[config.mk]
export PLATFORM = sky130hd
export DESIGN_NAME = cpu_wrapper_v3
export DESIGN_NICKNAME = d
export VERILOG_FILES = /design/src/rtl/cpu_v3_pkg.sv /design/src/rtl/cpu_v3_alu.sv /design/src/rtl/cpu_wrapper_v3.sv
export SDC_FILE = /design/constraint.sdc
export NUM_CORES = 2
export LEC_CHECK = 0
export ABC_CLOCK_PERIOD_IN_PS = 10200
export CORE_ASPECT_RATIO = 1.25
export CORE_MARGIN = 4
export CORE_UTILIZATION = 60
export DETAILED_ROUTE_END_ITERATION = 12
export PLACE_DENSITY = 0.73
export SYNTH_ARGS = -nofsm -noshare
export SYNTH_HDL_FRONTEND = slang
export SYNTH_SLANG_ARGS = --single-unit
[constraint.sdc]
create_clock -name clk -period 10.2 [get_ports clk]
set_input_delay 3.06 -clock clk [delete_from_list [all_inputs] [get_ports clk]]
set_output_delay 3.06 -clock clk [all_outputs]
set_load 0.05 [all_outputs]
[src/rtl/cpu_v3_pkg.sv]
// Shared opcode, sub-op, flag-index and state definitions for the cpu_wrapper_v3 core.
package cpu_v3_pkg;

    localparam int SP_INDEX = 3;

    localparam logic [3:0] OP_NOP = 4'h0;
    localparam logic [3:0] OP_MOV = 4'h1;
    localparam logic [3:0] OP_ADD = 4'h2;
    localparam logic [3:0] OP_SUB = 4'h3;
    localparam logic [3:0] OP_AND = 4'h4;
    localparam logic [3:0] OP_OR  = 4'h5;
    localparam logic [3:0] OP_SHF = 4'h6;
    localparam logic [3:0] OP_STK = 4'h7;
    localparam logic [3:0] OP_UNA = 4'h8;
    localparam logic [3:0] OP_RTI = 4'hB;
    localparam logic [3:0] OP_LDM = 4'hC;

    localparam logic [7:0] RTI_OPCODE = 8'hB0;

    localparam logic [1:0] SUB_RLC  = 2'd0;
    localparam logic [1:0] SUB_RRC  = 2'd1;
    localparam logic [1:0] SUB_SETC = 2'd2;
    localparam logic [1:0] SUB_CLRC = 2'd3;

    localparam logic [1:0] SUB_PUSH = 2'd0;
    localparam logic [1:0] SUB_POP  = 2'd1;
    localparam logic [1:0] SUB_OUT  = 2'd2;
    localparam logic [1:0] SUB_IN   = 2'd3;

    localparam logic [1:0] SUB_NOT = 2'd0;
    localparam logic [1:0] SUB_NEG = 2'd1;
    localparam logic [1:0] SUB_INC = 2'd2;
    localparam logic [1:0] SUB_DEC = 2'd3;

    localparam int CCR_Z = 0;
    localparam int CCR_N = 1;
    localparam int CCR_C = 2;
    localparam int CCR_V = 3;

    typedef enum logic {
        EXEC = 1'b0,
        IMM  = 1'b1
    } state_t;

endpackage

[src/rtl/cpu_v3_alu.sv]
// Combinational ALU: two-operand ops use a=R[ra], b=R[rb]; single-operand groups act on b.
// flags_in supplies the carry-in and the flags that an op leaves untouched.
module cpu_v3_alu
    import cpu_v3_pkg::*;
(
    input  logic [7:0] a,
    input  logic [7:0] b,
    input  logic [3:0] op,
    input  logic [1:0] sub_op,
    input  logic [3:0] flags_in,
    output logic [7:0] result,
    output logic       res_we,
    output logic [3:0] flags_out
);

    logic [8:0] add_sum;

    assign add_sum = {1'b0, a} + {1'b0, b};

    always_comb begin
        result    = b;
        res_we    = 1'b0;
        flags_out = flags_in;

        case (op)
            OP_ADD: begin
                result           = add_sum[7:0];
                res_we           = 1'b1;
                flags_out[CCR_C] = add_sum[8];
                flags_out[CCR_V] = (a[7] == b[7]) && (add_sum[7] != a[7]);
            end
            OP_SUB: begin
                result           = a - b;
                res_we           = 1'b1;
                flags_out[CCR_C] = (a >= b);
                flags_out[CCR_V] = (a[7] != b[7]) && (result[7] != a[7]);
            end
            OP_AND: begin
                result = a & b;
                res_we = 1'b1;
            end
            OP_OR: begin
                result = a | b;
                res_we = 1'b1;
            end
            OP_SHF: begin
                case (sub_op)
                    SUB_RLC: begin
                        result           = {b[6:0], flags_in[CCR_C]};
                        res_we           = 1'b1;
                        flags_out[CCR_C] = b[7];
                    end
                    SUB_RRC: begin
                        result           = {flags_in[CCR_C], b[7:1]};
                        res_we           = 1'b1;
                        flags_out[CCR_C] = b[0];
                    end
                    SUB_SETC: flags_out[CCR_C] = 1'b1;
                    SUB_CLRC: flags_out[CCR_C] = 1'b0;
                    default: ;
                endcase
            end
            OP_UNA: begin
                res_we = 1'b1;
                case (sub_op)
                    SUB_NOT: result = ~b;
                    SUB_NEG: result = 8'd0 - b;
                    SUB_INC: begin
                        result           = b + 8'd1;
                        flags_out[CCR_C] = (b == 8'hFF);
                        flags_out[CCR_V] = (b == 8'h7F);
                    end
                    SUB_DEC: begin
                        result           = b - 8'd1;
                        flags_out[CCR_C] = (b != 8'h00);
                        flags_out[CCR_V] = (b == 8'h80);
                    end
                    default: ;
                endcase
            end
            default: ;
        endcase

        if (res_we) begin
            flags_out[CCR_Z] = (result == 8'h00);
            flags_out[CCR_N] = result[7];
        end
    end

endmodule

[src/rtl/cpu_wrapper_v3.sv]
// cpu_wrapper_v3: 8-bit four-register CPU with unified memory and one I/O port.
// Optional interrupt entry/return (RTI = 0xB0) is built only when CPU_INTR_EN is defined.
//
//   state | meaning
//   EXEC  | execute the instruction byte at PC (or take a pending interrupt)
//   IMM   | second LDM cycle: byte at PC is the immediate for the latched register
module cpu_wrapper_v3
    import cpu_v3_pkg::*;
#(
    parameter int         MEM_DEPTH  = 256,
    parameter logic [7:0] SP_INIT    = 8'hFF,
    parameter logic [7:0] INT_VECTOR = 8'hF0
) (
    input  logic       clk,
    input  logic       rstn,
    input  logic [7:0] I_Port,
    input  logic       int_sig,
    output logic [7:0] O_Port
);

    state_t     state, state_nx;
    logic [7:0] IR;
    logic [3:0] op;
    logic [1:0] ra, rb;
    logic [1:0] ldm_dst;
    logic [7:0] pc, pc_next;
    logic [7:0] reg_a, reg_b, sp, data_rd;

    logic       rf_we;
    logic [1:0] rf_waddr;
    logic [7:0] rf_wdata;
    logic       sp_we;
    logic [7:0] sp_wdata;
    logic       ccr_we;
    logic       mem_we;
    logic [7:0] mem_wdata;
    logic       out_we;
    logic       take_int;
    logic       rti_exec;

    logic [7:0] alu_res;
    logic       alu_res_we;
    logic [3:0] alu_flags;
    logic [3:0] ccr;

    if (1'b1) begin : mem_inst
        logic [7:0] mem [MEM_DEPTH];
        always_ff @(posedge clk) begin
            if (!rstn && mem_we) begin
                mem[sp] <= mem_wdata;
            end
        end
    end

    if (1'b1) begin : regfile_inst
        logic [7:0] regs [4];
        always_ff @(posedge clk) begin
            if (rstn) begin
                for (int i = 0; i < 4; i++) begin
                    regs[i] <= (i == SP_INDEX) ? SP_INIT : 8'h00;
                end
            end else begin
                // a register write to R3 (POP R3) deliberately overrides the SP update
                if (sp_we) regs[SP_INDEX] <= sp_wdata;
                if (rf_we) regs[rf_waddr] <= rf_wdata;
            end
        end
    end

    if (1'b1) begin : PC
        logic [7:0] pc_current;
        always_ff @(posedge clk) begin
            if (rstn) pc_current <= 8'h00;
            else      pc_current <= pc_next;
        end
    end

    if (1'b1) begin : ccr_inst
        logic [3:0] CCR;
        always_ff @(posedge clk) begin
            if (rstn)        CCR <= 4'h0;
            else if (ccr_we) CCR <= alu_flags;
        end
    end

    assign pc      = PC.pc_current;
    assign ccr     = ccr_inst.CCR;
    assign IR      = mem_inst.mem[pc];
    assign op      = IR[7:4];
    assign ra      = IR[3:2];
    assign rb      = IR[1:0];
    assign reg_a   = regfile_inst.regs[ra];
    assign reg_b   = regfile_inst.regs[rb];
    assign sp      = regfile_inst.regs[SP_INDEX];
    assign data_rd = mem_inst.mem[sp + 8'd1];

    cpu_v3_alu u_alu (
        .a         (reg_a),
        .b         (reg_b),
        .op        (op),
        .sub_op    (ra),
        .flags_in  (ccr),
        .result    (alu_res),
        .res_we    (alu_res_we),
        .flags_out (alu_flags)
    );

    always_ff @(posedge clk) begin
        if (rstn) begin
            state   <= EXEC;
            ldm_dst <= 2'd0;
            O_Port  <= 8'h00;
        end else begin
            state <= state_nx;
            if (state == EXEC && state_nx == IMM) ldm_dst <= rb;
            if (out_we) O_Port <= reg_b;
        end
    end

    always_comb begin
        state_nx  = EXEC;
        pc_next   = pc + 8'd1;
        rf_we     = 1'b0;
        rf_waddr  = rb;
        rf_wdata  = alu_res;
        sp_we     = 1'b0;
        sp_wdata  = sp;
        ccr_we    = 1'b0;
        mem_we    = 1'b0;
        mem_wdata = reg_b;
        out_we    = 1'b0;
        rti_exec  = 1'b0;

        if (state == IMM) begin
            rf_we    = 1'b1;
            rf_waddr = ldm_dst;
            rf_wdata = IR;
        end else if (take_int) begin
            mem_we    = 1'b1;
            mem_wdata = pc;
            sp_we     = 1'b1;
            sp_wdata  = sp - 8'd1;
            pc_next   = INT_VECTOR;
        end else begin
            case (op)
                OP_NOP: ;
                OP_MOV: begin
                    rf_we    = 1'b1;
                    rf_waddr = ra;
                    rf_wdata = reg_b;
                end
                OP_ADD, OP_SUB, OP_AND, OP_OR: begin
                    rf_we    = alu_res_we;
                    rf_waddr = ra;
                    ccr_we   = 1'b1;
                end
                OP_SHF, OP_UNA: begin
                    rf_we  = alu_res_we;
                    ccr_we = 1'b1;
                end
                OP_STK: begin
                    case (ra)
                        SUB_PUSH: begin
                            mem_we   = 1'b1;
                            sp_we    = 1'b1;
                            sp_wdata = sp - 8'd1;
                        end
                        SUB_POP: begin
                            rf_we    = 1'b1;
                            rf_wdata = data_rd;
                            sp_we    = 1'b1;
                            sp_wdata = sp + 8'd1;
                        end
                        SUB_OUT: out_we = 1'b1;
                        SUB_IN: begin
                            rf_we    = 1'b1;
                            rf_wdata = I_Port;
                        end
                        default: ;
                    endcase
                end
                OP_LDM: begin
                    if (ra == 2'd0) state_nx = IMM;
                end
`ifdef CPU_INTR_EN
                OP_RTI: begin
                    if (IR == RTI_OPCODE) begin
                        rti_exec = 1'b1;
                        sp_we    = 1'b1;
                        sp_wdata = sp + 8'd1;
                        pc_next  = data_rd;
                    end
                end
`endif
                default: ;
            endcase
        end
    end

`ifdef CPU_INTR_EN
    logic int_q, int_pend, int_mask;

    always_ff @(posedge clk) begin
        if (rstn) begin
            int_q    <= 1'b0;
            int_pend <= 1'b0;
            int_mask <= 1'b0;
        end else begin
            int_q <= int_sig;
            if (take_int) begin
                int_pend <= 1'b0;
                int_mask <= 1'b1;
            end else if (int_sig && !int_q) begin
                int_pend <= 1'b1;
            end
            if (rti_exec) int_mask <= 1'b0;
        end
    end

    assign take_int = (state == EXEC) && int_pend && !int_mask;
`else
    logic unused_intr;

    assign take_int    = 1'b0;
    assign unused_intr = ^{int_sig, INT_VECTOR, RTI_OPCODE, OP_RTI, rti_exec};
`endif

endmodule

## After elaboration in Yosys (flattened, before gate mapping)

Memories as Yosys holds them, arrays and structs flattened. A register that Yosys moved wholly into a read port is not among the register bits.
Index checks and enable logic that the tools add are counted.

| word-level totals | value |
|---|---|
| register bits after elaboration | 20 |
| word-level logic and storage cells | 98 |
| memories | 2 |
| RAM bits | 2,080 |
| output and inout bits | 8 |

| cells by class | value |
|---|---|
| muxes and demuxes | 46 |
| add/sub/neg operators | 8 |
| $lt $le $gt $ge | 1 |
| reductions and logical operators | 13 |
| bitwise operators | 8 |
| equal/unequal tests | 15 |

Memories:

| name | depth | width | read ports | clocked after memory_dff | wr ports | line | text |
|---|---|---|---|---|---|---|---|
| mem_inst.mem | 256 | 8 | 2 | 1 | 1 | cpu_wrapper_v3.sv:47 | `logic [7:0] mem [MEM_DEPTH];` |
| regfile_inst.regs | 4 | 8 | 3 | 0 | 4 | cpu_wrapper_v3.sv:56 | `logic [7:0] regs [4];` |

Operators with widths:

| operator | number |
|---|---|
| $pmux 8 s2 | 4 |
| $mux 8 | 6 |
| $pmux 8 s6 | 1 |
| $pmux 8 s4 | 1 |
| $mux 1 | 26 |
| $add 8x1->8 const B | 3 |
| $eq 4x3->1 const B | 4 |
| $sub 8x1->8 const B | 2 |
| $reduce_or 5->1 | 2 |
| $add 8x8->9 | 1 |
| $and 8x8->8 | 1 |
| $eq 4x2->1 const B | 2 |
| $eq 4x4->1 const B | 2 |
| $eq 8x8->1 const B | 1 |
| $ge 8x8->1 | 1 |
| $not 8->8 | 1 |
| $or 8x8->8 | 1 |
| $pmux 1 s4 | 2 |
| $reduce_bool 8->1 | 1 |
| $reduce_or 8->1 | 1 |
| $sub 1x8->8 const A | 1 |
| $sub 8x8->8 | 1 |
| $mux 2 | 3 |
| $reduce_or 6->1 | 1 |
| other kinds (16) | 22 |

## Logic depth before layout (Yosys ltp)

| logic depth | value |
|---|---|
| depth in word-level cells | 12 |
| gate-level depth with buffers | 36 |
| gate-level depth less buffers | 26 |

## Hierarchy

Synthesis repeated with hierarchy kept, for this count alone.

| unflattened totals | value |
|---|---|
| cell total of the unflattened synthesis | 5,389 |
| area, all modules | 101,892.7 µm² |

By module, submodules not included:

| module | cells an instance | area each (µm²) | instances | seq. area each (µm²) |
|---|---|---|---|---|
| cpu_wrapper_v3 | 5,051 | 99,695.6 | 1 | 62,920.3 |
| cpu_v3_alu | 338 | 2,197.1 | 1 | 0.0 |

## Worst setup path before layout

OpenSTA, ideal clock, no wires.

| timing | value |
|---|---|
| path type | register to register |
| start point | register, netlist name PC.pc_current[1] |
| end point | memory regfile_inst.regs[3][5], data pin |
| data arrival time | 8.437 ns |
| setup time | 0.275 ns |
| stages on the path, launching flop included | 26 |
| data required time | 9.925 ns |
| setup slack | 1.488 ns |
| path buffers | 6 |
| cell sequence | dfxtp_1 > buf_6 > buf_4 > buf_6 > buf_4 > buf_2 > buf_4 > mux4_2 > a221oi_1 > o221ai_1 > a21oi_1 > nor2_4 > mux2_2 > inv_1 > ha_1 > a21oi_1 > o21ai_0 > a21oi_1 > o21ai_0 > mux2i_1 > xnor2_1 > o22ai_1 > a211o_1 > a211o_1 > a31oi_1 > o22ai_1 |

RTL lines:

| what | line |
|---|---|
| end, declared | cpu_wrapper_v3.sv:56 |

==> results.tsv <==
metric	value	unit
outcome	finished, violations left	
violated checks	capacitance limit, slew limit	
reg2reg path depth	25	
total number of vias	62800	
vias per cell	7.83	
layout cells sized above 1	33.4	%
synth-to-layout area growth	10.4	%
Synth top cells by count	edfxtp_1, mux4_2, nor2_1, mux2i_1, clkbuf_1	
post-cts hold buffer count	0	
fmax	114	MHz
NumNets Final	5666	
Rel. slew slack	-6.02	%
register area share after synthesis	61.7	%
Hold EP	O_Port[2]	
Critical Path Sink Type	register	
PD cells	188	mW/mm²
global router's overall resource usage	38.7	%
first drt pass iteration count	6	
Max FO, Critical Path	27	
area fraction in compound gates after synthesis	3.91	%
Die X-Extent	377	µm
Hold Path Stages	2	
Max-Cap Viols	2	
antenna-violating nets left	0	
crit path launch type	register	
FILL cells	10800	
row count	168	
Die ar.	0.177	mm²
Leakage	35.3	nW
Clock power frac	34.3	%
crit path DAT	9380	ps
Synth Area in Simple Gates	3.79	%
Setup Skew	50.1	ps
H-tree levels	4	
CTS clk-pin slew, worst paths	60	ps
Final period util	86.1	%
DR DRC count	0	
core area	0.168	mm²
worst vdd ir	151	µV
# port buffers	17	
worst skew pair latency	880	ps
YS warnings	0	
Worst Tran Pin Value	1590	ps
Post-Syn Area per Cell	18.8	µm²
Final min period	8780	ps
RD Place Congestion	0.987	
top cell type by total area after synthesis	edfxtp_1	
Hold Slack	488	ps
sw frac	27.4	%
reg2reg setup slack	1420	ps
crit path kind	register to register	
WP buf/inv	3	
Cells after Synth	5424	
CTS Buf Count	196	
delay-heaviest family, CP	compound AO/OA/AOI/OAI gates	
Setup WS post-layout	1420	ps
DP HPWL	221000	µm
initial detailed-routing violation count	10800	
Top cell by count, worst path	a21oi_1	
Seq pwr share	47.7	%
proportion of power drawn by combinational gates	17.9	%
setup TNS	0	ps
endpoints failing hold	0	
Critical Path RT	10790	ps
Starting Density	60.5	%
largest net degree at the start of global routing	189	
global route overflow	0	
Top FF cell, synth	edfxtp_1	
XOR/XNOR Fraction of Synth Area	0.309	%
CTS tree	built	
Crit Reg-Reg Endpoint	regfile_inst.regs[2][6]	
setup violators final	0	
Clock Sinks	2100	
initial antenna violation count	31	
HP Class	register to register	
CP peak stage delay	1260	ps
wire per inst	42.2	µm
final slew viol count	3	
Reg area	0.0629	mm²
post-synthesis net count	5471	
dominant cells by area after synthesis	edfxtp_1, mux4_2, mux2i_1	
vias in the first global route	61500	
Post-CTS Setup Inserts	0	
io pins	19	
post-synthesis async set-or-reset flop share	0	%
post-synthesis cell area	0.102	mm²
min-delay src	O_Port[2]	
die height	469	µm
combinational family with the most area after synthesis	multiplexers	
Multi-input gate area	0.0367	mm²
root buf cell	clkbuf_16	
Int Power	15.4	mW
Adder-Cell Fraction of Synth Area	0.457	%
Netlist cell types	100	
Yosys reg bits	2100	
mux contribution to synthesized area	27.3	%
Yosys top cell area share	61.3	%
number of synthesized flops with an enable pin	2080	
R2R Path Start	PC.pc_current[0]	
count leader, synth	edfxtp_1	
setup repair after global routing missed its margin	no	
clock buffer depth	3	
Psw	5.79	mW
Crit-path slowest cell	a21oi_1	
first-pass GRT wire length	473000	µm
Post-Place Setup Slack	2140	ps
post-CTS resize count	0	
final wirelength	339000	µm
==> routing by layer <==
metal | routed length [µm] | global-route usage (%)
met3 | 48300 | 13.2
met4 | 30300 | 28.0
met1 | 105000 | 47.6
met2 | 155000 | 58.0
met5 | 107 | 0
==> sequential cells by signal, summed over array words and instances, names as in the netlist <==
register	flops
O_Port	8
mem_inst.mem	2048
state	1
regfile_inst.regs	32
PC.pc_current	8
ccr	1
ldm_dst	2
==> through the flow <==
step	cell area (µm²)	instances	utilization, %	power, mW
detailed placement	106000	7631	63.0	13.9
CTS	112000	7986	66.7	21.0
floorplan	102000	5424	-	12.7
global route	112000	7989	66.8	21.6
finish	112000	8015	66.8	21.2
global placement	106000	7631	63.0	13.9
==> worst max path at each step <==
stage / from / depth (start not counted) / endpoint / slack, ps
final: PC.pc_current[0] / 25 / regfile_inst.regs[2][6] / 1420
after global routing: PC.pc_current[0] / 25 / regfile_inst.regs[1][6] / 1200
after CTS: PC.pc_current[0] / 23 / regfile_inst.regs[3][5] / 2100
after detailed placement: PC.pc_current[0] / 22 / regfile_inst.regs[3][5] / 2140
after global placement: PC.pc_current[0] / 23 / regfile_inst.regs[3][5] / 2120
after floorplan: PC.pc_current[1] / 25 / regfile_inst.regs[3][5] / 1490
==> cell type report <==
type / instances / share of cell area (%)
diodes: 29 / 0.0645
clock buffers: 236 / 4.59
clock inverters: 119 / 0.952
inverters: 56 / 0.234
multi-input cells: 2831 / 32.6
flip-flops and latches: 2100 / 55.9
well taps: 2210 / 2.46
repair buffers: 434 / 3.19
==> cells in the final DEF (no fill, tap or decap), types with 37 or more instances in the layout <==
cell	count
mux2i_1	208
mux4_2	1105
o21ai_0	50
o22ai_1	47
mux2_2	50
nor2_1	383
nor3_1	37
a22oi_1	61
inv_1	40
clkinv_1	49
nand2_1	149
nand3_1	60
edfxtp_1	2080
a21oi_1	98
buf_4	394
clkbuf_16	201
==> power by group through the flow <==
stage / clock, mW / sequential [mW] / combinational, mW
final: 7.26 / 10.1 / 3.80
after global routing: 7.65 / 10.1 / 3.88
after CTS: 7.28 / 10.1 / 3.66
after detailed placement: 0 / 10.3 / 3.65
after global placement: 0 / 10.3 / 3.59
after floorplan: 0 / 10.4 / 2.32
==> worst reg2reg max path, delay by kind of cell, from the launching register on <==
| kind | cells | cell delay, ps |
|---|---|---|
| AOI/OAI and AO/OA | 15 | 4590 |
| buffers and inverters | 3 | 700 |
| and+or+nand+nor | 4 | 1480 |
| adders and majority gates | 2 | 710 |
| xor gates and xnor gates | 1 | 150 |
| DFF | 1 | 870 |
==> cells by family after synthesis <==
family                   count (synthesis)
flip-flops                            2100
multiplexers                          1375
AND/OR/NAND/NOR                        833
AO/OA/AOI/OAI                          551
buffers and inverters                  493
XOR/XNOR                                36
adder cells (fa/ha/maj)                 36
Power figures use the tool's default switching activity.
